===== src/rtl/pop_ack_rr_arbiter.sv =====
// Round-robin arbiter sharing one blocking pop/ack destination among NUM_REQ requesters.
// Ack and read data pass straight through to the granted requester; a watchdog flags a stuck destination.
module pop_ack_rr_arbiter #(
  parameter int NUM_REQ        = 4,
  parameter int DATA_W         = 32,
  parameter int TIMEOUT_CYCLES = 1024
) (
  input  logic                       clk,
  input  logic                       rst,
  input  logic [NUM_REQ-1:0]         req_pop,
  output logic [NUM_REQ-1:0]         req_ack,
  output logic [DATA_W-1:0]          req_rdata,
  output logic                       mem_pop,
  input  logic                       mem_ack,
  input  logic [DATA_W-1:0]          mem_rdata,
  output logic [$clog2(NUM_REQ)-1:0] grant_id,
  output logic                       busy,
  output logic                       timeout_err
);

  localparam int              ID_W      = $clog2(NUM_REQ);
  localparam bit              WD_EN     = (TIMEOUT_CYCLES > 0);
  localparam int              WD_W      = WD_EN ? $clog2(TIMEOUT_CYCLES + 1) : 1;
  localparam logic [WD_W-1:0] WD_MAX    = WD_W'(TIMEOUT_CYCLES);
  localparam logic [ID_W:0]   NUM_REQ_X = (ID_W + 1)'(NUM_REQ);

  typedef enum logic [0:0] {S_IDLE, S_WAIT_ACK} state_t;

  state_t              r_state;
  state_t              w_state_next;
  logic [ID_W-1:0]     r_grant_id;
  logic [ID_W-1:0]     r_rr_ptr;
  logic [WD_W-1:0]     r_wd_cnt;
  logic                r_timeout_err;

  logic [2*NUM_REQ-1:0] w_req_dbl;
  logic [NUM_REQ-1:0]   w_req_rot;
  logic [ID_W-1:0]      w_offset;
  logic [ID_W:0]        w_winner_sum;
  logic [ID_W-1:0]      w_winner;
  logic [ID_W-1:0]      w_ptr_next;
  logic                 w_any_req;
  logic                 w_ack_fire;
  logic                 w_wd_count;
  logic [WD_W-1:0]      w_wd_inc;

  // Rotating the doubled request vector puts the rr_ptr requester at bit 0,
  // so the lowest set bit is the distance from rr_ptr to the winner.
  assign w_req_dbl = {req_pop, req_pop};
  assign w_req_rot = w_req_dbl[r_rr_ptr +: NUM_REQ];
  assign w_any_req = |req_pop;

  always_comb begin
    w_offset = '0;
    for (int i = NUM_REQ - 1; i >= 0; i--) begin
      if (w_req_rot[i]) w_offset = ID_W'(i);
    end
  end

  assign w_winner_sum = {1'b0, r_rr_ptr} + {1'b0, w_offset};
  assign w_winner     = (w_winner_sum >= NUM_REQ_X) ? ID_W'(w_winner_sum - NUM_REQ_X)
                                                    : w_winner_sum[ID_W-1:0];
  assign w_ptr_next   = (r_grant_id == ID_W'(NUM_REQ - 1)) ? '0 : r_grant_id + ID_W'(1);

  assign w_ack_fire = (r_state == S_WAIT_ACK) && mem_ack;
  assign w_wd_inc   = r_wd_cnt + WD_W'(1);
  assign w_wd_count = WD_EN && (r_state == S_WAIT_ACK) && !mem_ack && (r_wd_cnt != WD_MAX);

  always_comb begin
    w_state_next = r_state;
    case (r_state)
      S_IDLE:     if (w_any_req) w_state_next = S_WAIT_ACK;
      S_WAIT_ACK: if (mem_ack)   w_state_next = S_IDLE;
      default:    w_state_next = S_IDLE;
    endcase
  end

  always_ff @(posedge clk) begin
    if (rst) begin
      r_state       <= S_IDLE;
      r_grant_id    <= '0;
      r_rr_ptr      <= '0;
      r_wd_cnt      <= '0;
      r_timeout_err <= 1'b0;
    end else begin
      r_state <= w_state_next;
      if ((r_state == S_IDLE) && w_any_req) begin
        r_grant_id <= w_winner;
        r_wd_cnt   <= '0;
      end
      if (w_ack_fire) r_rr_ptr <= w_ptr_next;
      // The transaction is never aborted; the flag only reports the stall.
      if (w_wd_count) begin
        r_wd_cnt <= w_wd_inc;
        if (w_wd_inc == WD_MAX) r_timeout_err <= 1'b1;
      end
    end
  end

  assign mem_pop     = (r_state == S_WAIT_ACK);
  assign busy        = (r_state == S_WAIT_ACK);
  assign grant_id    = r_grant_id;
  assign timeout_err = r_timeout_err;
  assign req_rdata   = mem_rdata;

  generate
    for (genvar gi = 0; gi < NUM_REQ; gi++) begin : g_ack
      assign req_ack[gi] = w_ack_fire && (r_grant_id == ID_W'(gi));
    end
  endgenerate

endmodule

===== config.mk =====
export PLATFORM = sky130hd
export DESIGN_NAME = pop_ack_rr_arbiter
export DESIGN_NICKNAME = d
export VERILOG_FILES = /design/src/rtl/pop_ack_rr_arbiter.sv
export SDC_FILE = /design/constraint.sdc
export NUM_CORES = 1
export LEC_CHECK = 0
export BUFFER_PORTS_ARGS = -buffer_cell sky130_fd_sc_hd__buf_4
export CORE_MARGIN = 2
export CORE_UTILIZATION = 45
export DETAILED_ROUTE_END_ITERATION = 8
export PLACE_DENSITY = 0.8
export SLEW_MARGIN = 10
export SYNTH_ARGS = -nofsm -noshare
export SYNTH_HDL_FRONTEND = slang
export SYNTH_SLANG_ARGS = --single-unit

===== constraint.sdc =====
create_clock -name clk -period 2.92 [get_ports clk]
set_input_delay 0.438 -clock clk [delete_from_list [all_inputs] [get_ports clk]]
set_output_delay 0.438 -clock clk [all_outputs]
set_load 0.02 [all_outputs]

; Yosys cells after proc, flatten, opt, wreduce, memory -nomap -nowiden
; Cells that the tools add are included.
[classes]
div_mod_pow = 0
n_mul = 0
muxes = 11
n_reduce_logical = 13
eq_ne = 5
add_sub_neg = 4
shift = 1
n_lt_le_gt_ge = 1
n_bitwise = 1
[ops]
columns = op, count
row1 = two-way mux 11 bit, 2
row2 = two-way mux 2 bit, 6
row3 = adder 11 x 1 -> 11 bit (second input constant), 1
row4 = equality test 11 bit (second input constant), 1
row5 = != test 11 bit (second input constant), 1
row6 = logical AND 1 bit, 8
row7 = variable part select 8 x 3 -> 4 bit, 1
row8 = equality test 2 bit (second input constant), 2
row9 = OR reduction 4 bit, 1
row10 = adder 2 x 2 -> 3 bit, 1
row11 = greater-or-equal comparator 3 bit (second input constant), 1
row12 = adder 2 x 1 -> 2 bit (second input constant), 1
row13 = equality test 2 x 1 -> 1 bit (second input constant), 1
row14 = zero test 2 bit, 1
row15 = two-way mux 1 bit, 2
row16 = case mux 1 bit (2 select lines), 1
row17 = AND reduction 2 bit, 1
row18 = nonzero test 2 bit, 1
row19 = subtractor 2 x 1 -> 2 bit (second input constant), 1
row20 = zero test 1 bit, 1
row21 = NOT 1 bit, 1
[totals]
latchBits = 0
word_cells = 41
input_bits = 39
rom_bits = 0
ram_bits = 0
reg_bits = 17
mem_count = 0
output_inout_bits = 41

; Logic depth before layout (Yosys ltp)
; Gate-level depths: netlist of the first run.
[logic_depth]
ltp_word = 8
mapped_depth = 8
depth_no_buf = 7

; Worst setup path before layout of the first run
; Ideal clock, no wire load.
[synth_path]
kind = input port to flip-flop
start = input req_pop[3]
end = register r_grant_id[1] (netlist: grant_id[1])
setup_ps = 86
t_arrival_ps = 1610
required_time_ps = 2834
stages = 7
path_slack_ps = 1224
cell_sequence = clkbuf_2 > nor2b_1 > a221oi_1 > o221ai_1 > ha_1 > xor2_1 > a211oi_1
[synth_between]
elab_chain_cells = 8
[synth_lines]
columns = item, line
row1 = start: declaration, 10  ; input logic [NUM_REQ-1:0] req_pop,
row2 = variable part select 8 x 3 -> 4 bit, 50  ; assign w_req_rot = w_req_dbl[r_rr_ptr +: NUM_REQ];
row3 = two-way mux 2 bit (4 in a row), 56  ; if (w_req_rot[i]) w_offset = ID_W'(i);
row4 = adder 2 x 2 -> 3 bit, 60  ; assign w_winner_sum = {1'b0, r_rr_ptr} + {1'b0, w_offset};
row5 = greater-or-equal comparator 3 bit or subtractor 2 x 1 -> 2 bit (tied branches), 61  ; assign w_winner = (w_winner_sum >= NUM_REQ_X) ? ID_W'(w_winner_sum - NUM_REQ_X)
row6 = two-way mux 2 bit, 61
row7 = end signal: assignment, 88  ; r_grant_id <= w_winner;
row8 = end: declaration, 31  ; logic [ID_W-1:0] r_grant_id;
; Parallel ways exist; a longest one is shown, timed or not.
; A chain may end at the register's enable or synchronous reset.

; Final worst setup path of the first run
[layout_path]
start = register r_wd_cnt[0]
end = register r_wd_cnt[8]
[layout_between]
elab_chain_cells = 3
[layout_lines]
columns = item, line
row1 = start: declaration, 33  ; logic [WD_W-1:0] r_wd_cnt;
row2 = start signal: assignment, 94  ; r_wd_cnt <= w_wd_inc;
row3 = "parallel branches: the longest is 3 deep, another holds adder 11 x 1 -> 11 bit", -
; Parallel ways; which one is timed is not known.

==> reports/results.ini, run 1 <==
[power]
clockPowerShare=0.266
swShare=0.309
p_switching_mw=0.149
seqPwrFrac=0.520
p_int_mw=0.334
p_per_area_nw_per_um2=339
vdd_ir_drop_max_uv=125
combPwrFrac=0.213
p_leak_nw=0.530

[clocking]
cts_setup_buffers=0
ctsResizeCount=0
cts-root-buf=clkbuf_4
cts_buffers=3
cts_tree=yes
htreeDepth=1
ctsHoldBuffers=0
clock_latency_ns=0.29
numClockSinks=17
clkTransAtPathRegs_ns=0.10
clockBufferDepth=2

[detailed_routing]
ant_nets=0
viasPerCell=5.49
drc_errors=0
drt_pass1_iterations=4
drt_wl_total_mm=2.67
via_count=1213
wl_per_cell_um=12.1
drt_iter0_markers=41

[cells_and_area]
multi_input_area_um2=857
num-nets-final=223
layout-drive-gt1-share=0.166
area_growth_pct=-8.96
final_cell_mix=21 x nor2_1, 17 x a21oi_1, 17 x dfxtp_1, 15 x buf_4, 11 x nand2_1
regArea_um2=340
antenna_cells=0
nFillCells=337
final_common_cell=nor2_1
final_util=0.427

[critical_path]
ff2ff_path_depth=6
crit_slowest_cell=dfxtp_1
max_stage_delay_ns=0.45
crit_chain=inv_1, ha_1, and4bb_4, a31o_2, or3_1, a21oi_1
endpoint=r_wd_cnt[8]
required_ns=3.15
crit_path_max_fanout=13
worstSetupPathType=reg2reg
r2r_end=r_wd_cnt[8]
cp.arrival_ns=2.04
crit_start=r_wd_cnt[0]
r2r_start=r_wd_cnt[0]
end_kind=register
worstSetupStartpointType=register
r2r_slack_ns=1.10

[sta]
finalCritPeriodShare=0.622
clock.fmax_mhz=551
slew_headroom=0.587
setup_viol=0
clock_skew_ns=0.00171
tightestPinTransition_ns=0.620
finalSetupTns_ns=0
hold_viol=0
rsz0062_at_grt=no
period_needed_ns=1.82
drv_slew=0

[global_routing]
grt_pass1_vias=1066
grtUsageMet1=0.198
overflow=0
grt_max_degree=19
use_met3=0.0360
grt_antenna_before_repair=0
grt_util_all_layers=0.147
grt_pass1_wl_mm=4.75
grtUsageMet2=0.219
busiest_layer=met2

[synthesis]
syn_nets=246
yosysSeqAreaShare=0.218
syn_inst=199
ys_async_sr_fraction=0
yosysUniqueCellTypes=47
synth_seq_cells=17
syn_area_um2=1560
synth-edff-count=0
ys_warn_count=0
synth_flop_cell=dfxtp_1
syn-mean-instance-area_um2=7.86

[status]
status=finished, final reports clean

[placed_design]
port_buffers=15
gp_congestion=0.848
hpwl_mm=1.95

[floorplan]
initial_utilization=0.469
die_width_um=63.0
placementRows=21
die-area_um2=3960
core_region_area_um2=3340
dieHeight_um=63.0
io_pins=80

[run]
maxCapViolCount=0

[worst_hold_path]
worstHoldPathType=in2reg

## synth_stat cells, drive strengths merged (3+ instances only)
cell type / n / area, um2
a211oi: 4 / 40.0
a21oi: 18 / 93.8
a31oi: 3 / 33.8
and3: 4 / 25.0
buf: 41 / 328
dfxtp: 17 / 340
ha: 8 / 100
inv: 8 / 30.0
nand2: 11 / 41.3
nand3: 10 / 50.1
nand3b: 3 / 22.5
nor2: 23 / 105
nor3: 5 / 25.0
o21ai: 7 / 35.0
or2: 3 / 18.8
or3: 3 / 18.8
xor2: 3 / 26.3
## worst min path at each step
stage	cells after the start	slack [ns]	to	start
after floorplan	2	0.45	r_rr_ptr[1]	r_rr_ptr[1]
after global placement	2	0.46	r_rr_ptr[1]	r_rr_ptr[1]
after detailed placement	2	0.48	r_rr_ptr[1]	r_rr_ptr[1]
after CTS	3	0.44	r_rr_ptr[1]	mem_ack
after global routing	2	0.45	r_wd_cnt[3]	rst
final	3	0.45	r_rr_ptr[1]	mem_ack
## layer usage
metal / routed length [um] / up-vias
li1: - / 614
met1: 1310 / 559
met2: 1160 / 36
met3: 163 / 4
met4: 43 / 0
met5: 0 / -
## power groups by stage
| stage | combinational, mW | clock (mW) | sequential [mW] |
|---|---|---|---|
| after floorplan | 0.138 | 0 | 0.258 |
| after global placement | 0.101 | 0 | 0.257 |
| after detailed placement | 0.102 | 0 | 0.257 |
| after CTS | 0.103 | 0.136 | 0.251 |
| after global routing | 0.115 | 0.143 | 0.253 |
| final | 0.103 | 0.129 | 0.251 |
## flip-flops by register name, indices dropped and copies added, names as in the netlist
register,count
r_wd_cnt,11
grant_id,2
timeout_err,1
r_rr_ptr,2
busy,1
## through the flow
step	worst slack, ns	cells	total power, mW	hold slack (ns)	instance area, um2
5_1_grt	0.946	221	0.511	0.453	1420
4_1_cts	1.10	221	0.490	0.441	1420
2_1_floorplan	1.22	199	0.396	0.449	1560
3_3_place_gp	1.13	217	0.358	0.464	1400
6_report	1.10	221	0.483	0.450	1420
3_5_place_dp	1.10	217	0.359	0.477	1400
## cell type report
type / count / share of cell area
Clock buffer: 4 / 0.0185
Inverter: 8 / 0.0211
Multi-Input combinational cell: 131 / 0.602
Sequential cell: 17 / 0.239
Tap cell: 46 / 0.0404
Timing Repair Buffer: 15 / 0.0791
## critical path: cells and delay by family, from the launching register on
family	cells	cell delay, ns
AND/OR/NAND/NOR	2	0.57
AO/OA/AOI/OAI	2	0.46
flip-flops	1	0.45
adder cells (fa/ha/maj)	1	0.19
buffers and inverters	1	0.07
## kinds of logic after synthesis
kind of cell             after synthesis  synth area share
AO/OA/AOI/OAI                         44             0.192
buffers and inverters                 51             0.234
adder cells (fa/ha/maj)                8            0.0640
flip-flops                            17             0.218
XOR/XNOR                               5            0.0280
AND/OR/NAND/NOR                       74             0.264
Power figures use the tool's default switching activity.
==> run 2: changes to the inputs <==
Clock period 2.92 ns to 1.8 ns, I/O delays scaled along.
==> run 2 against run 1 <==
- global-route usage increased by 0.49 points
- combinational power up 75%
- highest routed layer unchanged
- cell count grew 3.2%
- register-to-register slack got worse by 1.0 ns
- critical endpoint unchanged
- largest cell class unchanged
- cell area increased by 4.5%
- via count rose by 3.7%
- sequential share of layout area down 0.94 points
- clock-buffer cell count stayed put
- core utilization rose by 1.9 points
- first-iteration DRC count increased by 120%
==> reports/results.ini, run 2 (same netlist as run 1, synthesis figures left out) <==
[status]
status=finished, final reports clean

[sta]
period_needed_ns=1.70
drv_slew=0
worst_slack_ns=0.0974
tightestPinTransition_ns=0.592
slew_headroom=0.605
finalSetupTns_ns=0
rsz0062_at_grt=no
finalCritPeriodShare=0.946
clock.fmax_mhz=587
hold_viol=0
setup_viol=0
clock_skew_ns=0.00129

[floorplan]
placementRows=21
dieHeight_um=63.0
die-area_um2=3960
core_region_area_um2=3340
io_pins=80
initial_utilization=0.469
die_width_um=63.0

[placed_design]
gp_congestion=0.876
post-place-ws_ns=0.0412
placedCellCount=224
place_area_um2=1450
hpwl_mm=2.08
port_buffers=15

[critical_path]
required_ns=2.04
max_stage_delay_ns=0.37
r2r_start=r_wd_cnt[0]
ff2ff_path_depth=6
worstSetupStartpointType=register
crit_path_max_fanout=13
end_kind=register
cpLargestDelayFamily=simple AND/OR/NAND/NOR gates
crit_chain=inv_1, ha_1, and4bb_4, a31o_2, or3_1, a21oi_1
worstSetupPathType=reg2reg
r2r_end=r_wd_cnt[8]
crit_slowest_cell=or3_1
cp.arrival_ns=1.94
path_buf_inv=1
r2r_slack_ns=0.1

[cells_and_area]
final_common_cell=buf_4
final_util=0.446
final_cells=228
layout-drive-gt1-share=0.220
nFillCells=345
area_growth_pct=-4.88
num-nets-final=230
regMostFlops=r_wd_cnt
largest_reg_flops=11
antenna_cells=0
final_cell_mix=22 x buf_4, 20 x nor2_1, 17 x a21oi_1, 16 x dfxtp_1, 11 x nand2_1
finalInstanceArea_um2=1490

[power]
vdd_ir_drop_max_uv=186
p_leak_nw=0.565
p_per_area_nw_per_um2=539

[clocking]
cts_buffers=3
numClockSinks=17
cts_setup_buffers=0
clkTransAtPathRegs_ns=0.10
cts_tree=yes
clock_latency_ns=0.29
htreeDepth=1
clockBufferDepth=2
cts-root-buf=clkbuf_4

[global_routing]
use_met3=0.0342
grt_util_all_layers=0.152
grt_pass1_vias=1137
grt_antenna_before_repair=0
grt_max_degree=19
busiest_layer=met2
grtUsageMet1=0.195
grtUsageMet2=0.245
overflow=0
grt_pass1_wl_mm=4.94

[detailed_routing]
drt_wl_total_mm=2.93
drt_iter0_markers=90
drt_pass1_iterations=4
ant_nets=0
drc_errors=0
via_count=1258
wl_per_cell_um=12.8
viasPerCell=5.52

[worst_hold_path]
worstHoldPathType=in2reg
worstHoldPathCells=2
min_from=rst
hold_end=r_wd_cnt[3]

[run]
maxCapViolCount=0

## run 2: cell types whose count changed in the layout (fill, tap and decap cells not counted), sizes merged
cell and change:
buf +7
## run 2: final cells by class
type | instances | area [um2] | share of cell area
Sequential cell | 17 | 342 | 0.230
Timing Repair Buffer | 22 | 165 | 0.111
Clock buffer | 4 | 26.3 | 0.0177
Multi-Input combinational cell | 131 | 867 | 0.583
Inverter | 8 | 30.0 | 0.0202
Tap cell | 46 | 57.6 | 0.0387
## run 2: timing repair
action	CTS	global route
gates resized for setup	0	4
setup endpoints to repair	0	6
hold buffers	0	0
## run 2: worst register-to-register path: cells and delay by family, from the launching register on
kind	cells	cell delay [ns]
AND/OR/NAND/NOR	2	0.59
AO/OA/AOI/OAI	2	0.46
buffers and inverters	1	0.05
flip-flops	1	0.36
adder cells (fa/ha/maj)	1	0.19
## run 2: routing by layer
metal	part of all wire	vias to the layer above
met4	0.011	0
met5	0	-
li1	-	622
met1	0.43	583
met3	0.070	4
met2	0.49	49
## run 2: per-stage QoR
| stage | hold WS, ns | power (mW) |
|---|---|---|
| after global placement | 0.469 | 0.591 |
| after global routing | 0.295 | 0.847 |
| after detailed placement | 0.476 | 0.594 |
| after CTS | 0.285 | 0.806 |
| after floorplan | 0.430 | 0.642 |
| final | 0.276 | 0.801 |
## run 2: report_power, final
part	total (mW)	internal (mW)	switching, mW
Combinational	0.180	0.0766	0.104
Clock	0.216	0.0863	0.129
Sequential	0.405	0.388	0.0170
## run 2: how the worst max path moves through the flow
stage / startpoint / to / depth (start not counted)
after detailed placement: r_wd_cnt[0] / timeout_err / 7
final: r_wd_cnt[0] / r_wd_cnt[8] / 6
after floorplan: r_rr_ptr[0] / grant_id[1] / 7
after global placement: r_wd_cnt[0] / timeout_err / 7
after CTS: r_wd_cnt[0] / timeout_err / 7
after global routing: r_wd_cnt[6] / timeout_err / 5
==> run 3: changes to the inputs <==
Settings changed: CORE_UTILIZATION 45 to 46, PLACE_DENSITY 0.8 to 0.82.
==> run 3 against run 2 <==
- non-clock buffer count decreased by 3
- worst setup slack improved by 0.016 ns
- cell count decreased by 1.3%
- power decreased by 1.7%
- sequential share of layout area increased by 0.45 points
- flip-flop and latch count unchanged
- maximum frequency increased by 0.97%
- largest cell class unchanged
- highest routed layer unchanged
==> reports/results.ini, run 3 (same netlist as run 1, synthesis figures left out) <==
[critical_path]
required_ns=2.04
r2r_slack_ns=0.11
crit_chain=inv_1, ha_1, and4bb_4, a31o_4, or3_1, a21oi_1
worstSetupStartpointType=register
crit_slowest_cell=dfxtp_2
cp.arrival_ns=1.92
r2r_start=r_wd_cnt[0]
crit_path_max_fanout=13
path_buf_inv=1
worstSetupPathType=reg2reg
crit_start=r_wd_cnt[0]
max_stage_delay_ns=0.40
ff2ff_path_depth=6
cpLargestDelayFamily=simple AND/OR/NAND/NOR gates
r2r_end=r_wd_cnt[8]
end_kind=register

[sta]
drv_slew=0
worst_slack_ns=0.114
tightestPinTransition_ns=0.594
period_needed_ns=1.69
finalSetupTns_ns=0
rsz0062_at_grt=no
slew_headroom=0.604
setup_viol=0
clock.fmax_mhz=593
fin_hold_ws_ns=0.280
clock_skew_ns=0.000554
finalCritPeriodShare=0.937
hold_viol=0

[clocking]
cts_tree=yes
cts-root-buf=clkbuf_4
clkTransAtPathRegs_ns=0.09
cts_buffers=3
clock_latency_ns=0.29
numClockSinks=17
ctsHoldBuffers=0
htreeDepth=1
cts_setup_buffers=0
clockBufferDepth=2

[floorplan]
placementRows=21
core_region_area_um2=3310
io_pins=80
dieHeight_um=62.3
die_width_um=62.3
die-area_um2=3880
initial_utilization=0.472

[detailed_routing]
drt_iter0_markers=100
viasPerCell=5.58
drt_pass1_iterations=4
ant_nets=0
drt_wl_total_mm=2.78
via_count=1255
drc_errors=0
wl_per_cell_um=12.3

[worst_hold_path]
hold_end=r_wd_cnt[3]
min_from=rst
worstHoldPathType=in2reg
worstHoldPathCells=2

[cells_and_area]
final_cell_mix=21 x nor2_1, 19 x buf_4, 17 x a21oi_1, 13 x dfxtp_1, 11 x nand2_1
layout-drive-gt1-share=0.218
largest_reg_flops=11
nFillCells=340
area_growth_pct=-5.68
antenna_cells=0
regMostFlops=r_wd_cnt
final_common_cell=nor2_1
num-nets-final=227
final_util=0.446
final_cells=225
finalInstanceArea_um2=1480

[global_routing]
grt_antenna_before_repair=0
grt_pass1_vias=1021
grt_pass1_wl_mm=4.44
grt_max_degree=19
grt_util_all_layers=0.137
overflow=0

[power]
vdd_ir_drop_max_uv=205
finalPower_mw=0.788
p_per_area_nw_per_um2=534
p_leak_nw=0.553

[placed_design]
port_buffers=15
gp_congestion=0.887
post-place-ws_ns=0.0200
placedCellCount=221
hpwl_mm=2.06
place_area_um2=1430

[status]
status=finished, final reports clean

[run]
maxCapViolCount=0

-- run 3: cell count changes in the layout (fill, tap and decap cells not counted), sizes merged --
cell and change:
buf -3
-- run 3: final cells by class --
class	count	area (um2)	area share
Multi-Input combinational cell	131	873	0.592
Sequential cell	17	345	0.234
Timing Repair Buffer	19	143	0.0967
Tap cell	46	57.6	0.0390
Inverter	8	30.0	0.0204
Clock buffer	4	26.3	0.0178
-- run 3: power by group --
group	internal [mW]	switching, mW
Sequential	0.388	0.0160
Clock	0.0864	0.119
Combinational	0.0744	0.104
Total	0.549	0.238
-- run 3: what timing repair did --
item / 4_1_cts / 5_1_grt
resized for setup: 1 / 6
hold endpoints to repair: 0 / 0
setup endpoints to repair: 1 / 5
-- run 3: per-layer routing --
layer / vias up / part of all wire / track usage
met3: 7 / 0.071 / 0.0181
met4: 0 / 0.016 / 0.0694
li1: 623 / - / -
met1: 574 / 0.45 / 0.176
met5: - / 0 / 0
met2: 51 / 0.46 / 0.226
-- run 3: worst max-delay path by stage --
stage,endpoint,slack (ns),cells past startpoint
2_1_floorplan,grant_id[1],0.16,7
3_3_place_gp,r_wd_cnt[8],0.07,6
3_5_place_dp,r_wd_cnt[8],0.02,6
4_1_cts,r_wd_cnt[8],0.05,6
5_1_grt,r_wd_cnt[5],0.002,6
6_report,r_wd_cnt[8],0.11,6
